--- src/rtl/bus_arbiter_pkg.sv ---
// ----------------------------------------------------------------------------
// bus_arbiter_pkg : shared types and constants for the weighted RR arbiter
// Revision: 1.0
// ----------------------------------------------------------------------------
`default_nettype none

package bus_arbiter_pkg;

  typedef enum logic {
    IDLE  = 1'b0,
    OWNED = 1'b1
  } arb_state_e;

  localparam int CFG_WEIGHT_LSB = 0;
  localparam int RESET_WEIGHT   = 1;

endpackage

`default_nettype wire

--- src/rtl/rr_pick.sv ---
// ----------------------------------------------------------------------------
// rr_pick : combinational rotating-priority encoder, searches upward from start_i
// Revision: 1.0
// ----------------------------------------------------------------------------
`default_nettype none

module rr_pick #(
  parameter int N = 4
) (
  input  logic [N-1:0]         eligible_i,
  input  logic [$clog2(N)-1:0] start_i,
  output logic [N-1:0]         onehot_o,
  output logic [$clog2(N)-1:0] index_o,
  output logic                 found_o
);

  localparam int IW = $clog2(N);

  int cand;

  always_comb begin
    onehot_o = '0;
    index_o  = '0;
    found_o  = 1'b0;
    cand     = 0;
    for (int k = 0; k < N; k++) begin
      cand = int'(start_i) + k;
      if (cand >= N) cand = cand - N;
      if (!found_o && eligible_i[IW'(cand)]) begin
        found_o              = 1'b1;
        index_o              = IW'(cand);
        onehot_o[IW'(cand)]  = 1'b1;
      end
    end
  end

endmodule

`default_nettype wire

--- src/rtl/bus_arbiter_wrr.sv ---
// ----------------------------------------------------------------------------
// bus_arbiter_wrr : weighted round-robin bus arbiter with programmable weights
// Revision: 1.0
// ----------------------------------------------------------------------------
`default_nettype none

module bus_arbiter_wrr
  import bus_arbiter_pkg::*;
#(
  parameter  int NUM_MASTERS = 4,
  parameter  int WEIGHT_W    = 4,
  localparam int AW          = $clog2(NUM_MASTERS)
) (
  input  logic                   clk,
  input  logic                   reset,
  input  logic [NUM_MASTERS-1:0] req,
  output logic [NUM_MASTERS-1:0] grant,
  output logic [AW-1:0]          grant_id,
  output logic                   grant_valid,
  input  logic                   config_wr,
  input  logic [AW-1:0]          config_addr,
  input  logic [7:0]             config_data
);

  arb_state_e             state_q;
  logic [NUM_MASTERS-1:0] grant_q;
  logic [AW-1:0]          grant_id_q;
  logic [WEIGHT_W-1:0]    credit_q;
  logic [AW-1:0]          rr_ptr_q;
  logic [WEIGHT_W-1:0]    weight_q [NUM_MASTERS];

  logic [NUM_MASTERS-1:0] eligible;
  logic [NUM_MASTERS-1:0] pick_onehot;
  logic [AW-1:0]          pick_idx;
  logic                   pick_found;
  logic [WEIGHT_W-1:0]    reload_d;
  logic [AW-1:0]          rr_ptr_d;
  logic                   release_own;
  logic                   cfg_addr_ok;
  logic                   unused_cfg_bits;

  generate
    for (genvar i = 0; i < NUM_MASTERS; i++) begin : g_elig
      assign eligible[i] = req[i] && (weight_q[i] != '0);
    end
  endgenerate

  rr_pick #(
    .N (NUM_MASTERS)
  ) u_pick (
    .eligible_i (eligible),
    .start_i    (rr_ptr_q),
    .onehot_o   (pick_onehot),
    .index_o    (pick_idx),
    .found_o    (pick_found)
  );

  // Arbitration reads weight_q before any same-edge config write lands.
  assign reload_d    = weight_q[pick_idx] - WEIGHT_W'(1);
  assign rr_ptr_d    = (pick_idx == AW'(NUM_MASTERS - 1)) ? '0 : pick_idx + AW'(1);
  assign release_own = !req[grant_id_q] || (credit_q == '0) || (weight_q[grant_id_q] == '0);
  assign cfg_addr_ok = ({1'b0, config_addr} < (AW + 1)'(NUM_MASTERS));
  assign unused_cfg_bits = ^config_data;

  always_ff @(posedge clk or negedge reset) begin
    if (!reset) begin
      for (int i = 0; i < NUM_MASTERS; i++) weight_q[i] <= WEIGHT_W'(RESET_WEIGHT);
    end else if (config_wr && cfg_addr_ok) begin
      weight_q[config_addr] <= config_data[CFG_WEIGHT_LSB +: WEIGHT_W];
    end
  end

  always_ff @(posedge clk or negedge reset) begin
    if (!reset) begin
      state_q    <= IDLE;
      grant_q    <= '0;
      grant_id_q <= '0;
      credit_q   <= '0;
      rr_ptr_q   <= '0;
    end else begin
      case (state_q)
        IDLE: begin
          if (pick_found) begin
            grant_q    <= pick_onehot;
            grant_id_q <= pick_idx;
            credit_q   <= reload_d;
            rr_ptr_q   <= rr_ptr_d;
            state_q    <= OWNED;
          end
        end
        OWNED: begin
          if (!release_own) begin
            credit_q <= credit_q - WEIGHT_W'(1);
          end else if (pick_found) begin
            // Hand-over happens on this edge; the owner itself wins only if alone.
            grant_q    <= pick_onehot;
            grant_id_q <= pick_idx;
            credit_q   <= reload_d;
            rr_ptr_q   <= rr_ptr_d;
          end else begin
            grant_q    <= '0;
            grant_id_q <= '0;
            credit_q   <= '0;
            state_q    <= IDLE;
          end
        end
        default: state_q <= IDLE;
      endcase
    end
  end

  assign grant       = grant_q;
  assign grant_id    = grant_id_q;
  assign grant_valid = |grant_q;

endmodule

`default_nettype wire
--- config.mk ---
export PLATFORM = sky130hd
export DESIGN_NAME = bus_arbiter_wrr
export DESIGN_NICKNAME = d
export VERILOG_FILES = /design/src/rtl/bus_arbiter_pkg.sv /design/src/rtl/rr_pick.sv /design/src/rtl/bus_arbiter_wrr.sv
export SDC_FILE = /design/constraint.sdc
export NUM_CORES = 1
export LEC_CHECK = 0
export ABC_AREA = 1
export CAP_MARGIN = 20
export CORE_AREA = 2 2 85 87
export DETAILED_ROUTE_END_ITERATION = 16
export DIE_AREA = 0 0 87 89
export HOLD_SLACK_MARGIN = 0.05
export PLACE_DENSITY_LB_ADDON = 0.1
export SLEW_MARGIN = 20
export SYNTH_ARGS = -nofsm -noshare
export SYNTH_HDL_FRONTEND = slang
export SYNTH_SLANG_ARGS = --single-unit
--- constraint.sdc ---
create_clock -name clk -period 5.77 [get_ports clk]
set_input_delay 1.154 -clock clk [delete_from_list [all_inputs] [get_ports clk]]
set_output_delay 1.154 -clock clk [all_outputs]
set_load 0.02 [all_outputs]
==> qor.csv <==
stage,metric,value,unit
synthesis,largest area contributor in the netlist,dfrtp_1,
worst_setup_path,reg2reg start,rr_ptr_q[1],
worst_setup_path,startpoint type of the worst setup path,input pin,
synthesis,Yosys top cell area share,29.3,%
place,placed cells,363,
sta,Final Critical Period,3.17,ns
sta,f_max,315,MHz
sta,RSZ-0062 raised after global routing,no,
grt,initial antenna violation count,0,
worst_hold_path,hold_sp,credit_q[1],
power_and_ir_drop,pwr dens,650,mW/mm^2
cells_and_area,filler instances,725,
power_and_ir_drop,Internal,782,uW
grt,GRT Overall Usage,15.2,%
clocking,CTS Buf Count,5,
worst_setup_path,worst reg2reg setup slack,2.61,ns
clocking,Post-CTS Setup Bufs,0,
synthesis,"flops & latches, synth",29,
cells_and_area,final non-filler cell total,370,
worst_setup_path,Worst EP required,5.93,ns
place,input/output buffers,19,
grt,first-pass GRT wire length,8940,um
die,Die Area,0.00774,mm^2
power_and_ir_drop,Seq pwr share,20.7,%
place,dpl hpwl,4060,um
place,gpl congestion,0.789,
worst_setup_path,critical path arrival,3.33,ns
worst_setup_path,crit path max fanout,9,
clocking,Clock Pin Slew Worst Setup and Hold Paths,0.06,ns
power_and_ir_drop,Lkg Pwr,0.00116,uW
run,Max Cap Viol,0,
power_and_ir_drop,NetSw,855,uW
die,initial core utilization,31.8,%
sta,final period utilization,55.0,%
cells_and_area,nets,317,
synthesis,mean post-synth cell area,8.06,um^2
power_and_ir_drop,switch share,52.2,%
sta,Slew Limit Fails,0,
sta,setup TNS,0,ns
die,row count,30,
grt,grt ovf,0,
clocking,clock latency on the worst-skew pair,0.28,ns
die,die height,89,um
cells_and_area,share of layout cells above drive strength 1,20.7,%
grt,met1 GRT Util,18.9,%
synthesis,Mapped Cells,265,
worst_setup_path,cells along the critical path,clkdlybuf4s50_1 -> nand3_2 -> nand3_2 -> nand2_4 -> nand3_4 -> nand3_2 -> nand2_4 -> nand2_1 -> nand3_1 -> nand2_2 -> ha_1 -> xor2_1 -> o21bai_1,
clocking,cts hold-fix bufs,0,
worst_hold_path,Hold EP,credit_q[1],
worst_setup_path,"Slowest-stage cell, CP",clkdlybuf4s50_1,
drt,DRT Wirelength,5080,um
drt,DRC errors left,0,
drt,Avg Vias per Cell,4.82,
worst_setup_path,Reg2Reg Capture Point,credit_q[2],
die,Die W,87,um
cells_and_area,multi-input logic area,0.00126,mm^2
drt,via count,1782,
cells_and_area,antenna cells,0,
worst_setup_path,crit-path most repeated cell,nand3_2,
sta,final setup vio count,0,
cells_and_area,register area,731,um^2
worst_setup_path,Crit. End Element,flip-flop,
worst_setup_path,WS Path Type,in2reg,
worst_setup_path,"slowest stage delay, CP",0.56,ns
clocking,CTS sink count,29,
sta,Worst Tran Pin Value,0.588,ns
power_and_ir_drop,combinational fraction of design power,66.9,%
synthesis,ys async rst share,100,%
synthesis,Syn. warnings,0,
grt,GR Util met2,26.2,%
synthesis,number of flops mapped to enable cells by yosys,0,
sta,Slew Limit Headroom,60.8,%
drt,Antenna Violating Nets Remaining,0,
grt,vias in the first global route,1776,
synthesis,"count leader, synth",nand2_1,
cells_and_area,Syn-to-layout area delta,17.9,%
drt,initial DRC count,100,
die,Core Box Area,0.00672,mm^2
worst_setup_path,Reg2Reg Depth,14,
synthesis,"Primary FF master, synth",dfrtp_1,
clocking,Root Buffer,clkbuf_8,
synthesis,list of most frequent post-synthesis cells,"nand2_1, nand3_1, inv_1",
power_and_ir_drop,Peak VDD IR,0.172,mV
sta,Worst Skew,0.00780,ns
synthesis,Post-Syn Nets,292,
sta,final hold slack,0.501,ns
grt,largest net degree at the start of global routing,30,
synthesis,largest cells by area after synthesis,"dfrtp_1, nand2_1, nand3_1",
grt,"Most Used Layer, Global Route",met2,
power_and_ir_drop,clock network power share,12.4,%
run_status,status,"complete, no violations",
clocking,post-CTS sizing,0,
synthesis,post-synth cell types,34,
die,I/O pin cnt,24,
sta,Fin. Hold Viols,0,
drt,drt first pass iters,4,
synthesis,sequential area share after synthesis,34.2,%
synthesis,post-synthesis cell area,0.00214,mm^2
worst_hold_path,WHS Path Cells,2,
clocking,CTS tree,done,
worst_hold_path,Hold Crit Class,reg2reg,
clocking,CTS HTree Levels,2,
clocking,clock buffer depth,2,
grt,met3 Use GR,3.14,%
drt,routed length per placed instance,13.7,um
==> layout by cell type, fill, tap and decap left out, types with 2 or more instances in the layout <==
master and n:
nor2_2 4, o21ai_0 25, nor2_1 9, clkdlybuf4s50_1 19, clkbuf_8 5, o2111ai_1 2
nand4_1 4, nor2_4 3, nand2_4 8, o221ai_1 2, a21oi_1 3, o211ai_1 2
nand3_1 35, nand2_2 15, inv_1 29, dfrtp_1 25, dfstp_2 4, ha_1 10
nand3_2 11, nand2_1 55, xor2_1 2, o22ai_1 2, nand3b_1 2
==> registers in the layout (all words and copies together) (netlist names) <==
register,cells
grant_id,2
grant,4
weight_q,16
credit_q,4
state_q,1
rr_ptr_q,2
==> layer usage <==
| layer | up-vias | wire [um] |
|---|---|---|
| met5 | - | 0 |
| met4 | 0 | 84 |
| met3 | 10 | 161 |
| met2 | 26 | 2500 |
| met1 | 807 | 2340 |
| li1 | 939 | - |
==> cells by family (layout without fill, tap and decap cells) <==
kind of cell	after synthesis	in the layout	share of synthesized area [%]
flip-flops	29	29	34.2
adder cells (fa/ha/maj)	10	10	5.86
XOR/XNOR	3	3	1.23
AO/OA/AOI/OAI	41	41	11.5
buffers and inverters	33	58	6.56
AND/OR/NAND/NOR	149	149	40.6
==> power groups by stage <==
stage	clock network [uW]	registers (uW)	logic, uW
final	204	338	1090
after global routing	221	348	1250
after CTS	209	340	1110
after detailed placement	0	343	1110
after global placement	0	344	1100
after floorplan	0	323	885
==> final cells by class <==
| class | count | area share [%] |
|---|---|---|
| sequential | 29 | 29.0 |
| inverter | 31 | 4.82 |
| clock buffer | 5 | 2.73 |
| tap | 80 | 3.97 |
| multi-input combinational | 203 | 50.2 |
| clock inverter | 2 | 1.39 |
| timing repair buffer | 20 | 7.85 |
==> worst max-delay path by stage <==
stage	slack (ns)	depth (start not counted)	from	end
finish	2.60	13	req[0]	credit_q[2]
global route	2.35	14	rr_ptr_q[1]	credit_q[2]
CTS	2.58	13	req[0]	credit_q[2]
detailed placement	2.28	13	req[0]	credit_q[2]
global placement	2.28	13	req[0]	credit_q[2]
floorplan	3.19	12	req[3]	credit_q[2]
==> worst max-delay path, delay by kind of cell <==
kind	cells	cell delay [ns]
adders and majority gates	1	0.20
buffers and inverters	1	0.56
and+or+nand+nor	9	1.17
AOI/OAI and AO/OA	1	0.08
xor gates and xnor gates	1	0.17
==> per-stage QoR <==
stage / setup slack, ns / utilization [%] / power (uW) / instance area [um^2]
finish: 2.60 / 37.5 / 1640 / 2520
detailed placement: 2.28 / 35.9 / 1450 / 2410
global route: 2.35 / 37.5 / 1820 / 2520
CTS: 2.58 / 37.5 / 1660 / 2520
floorplan: 3.19 / - / 1210 / 2140
global placement: 2.28 / 35.9 / 1450 / 2410
No activity file was read; power rests on OpenSTA's default activity.
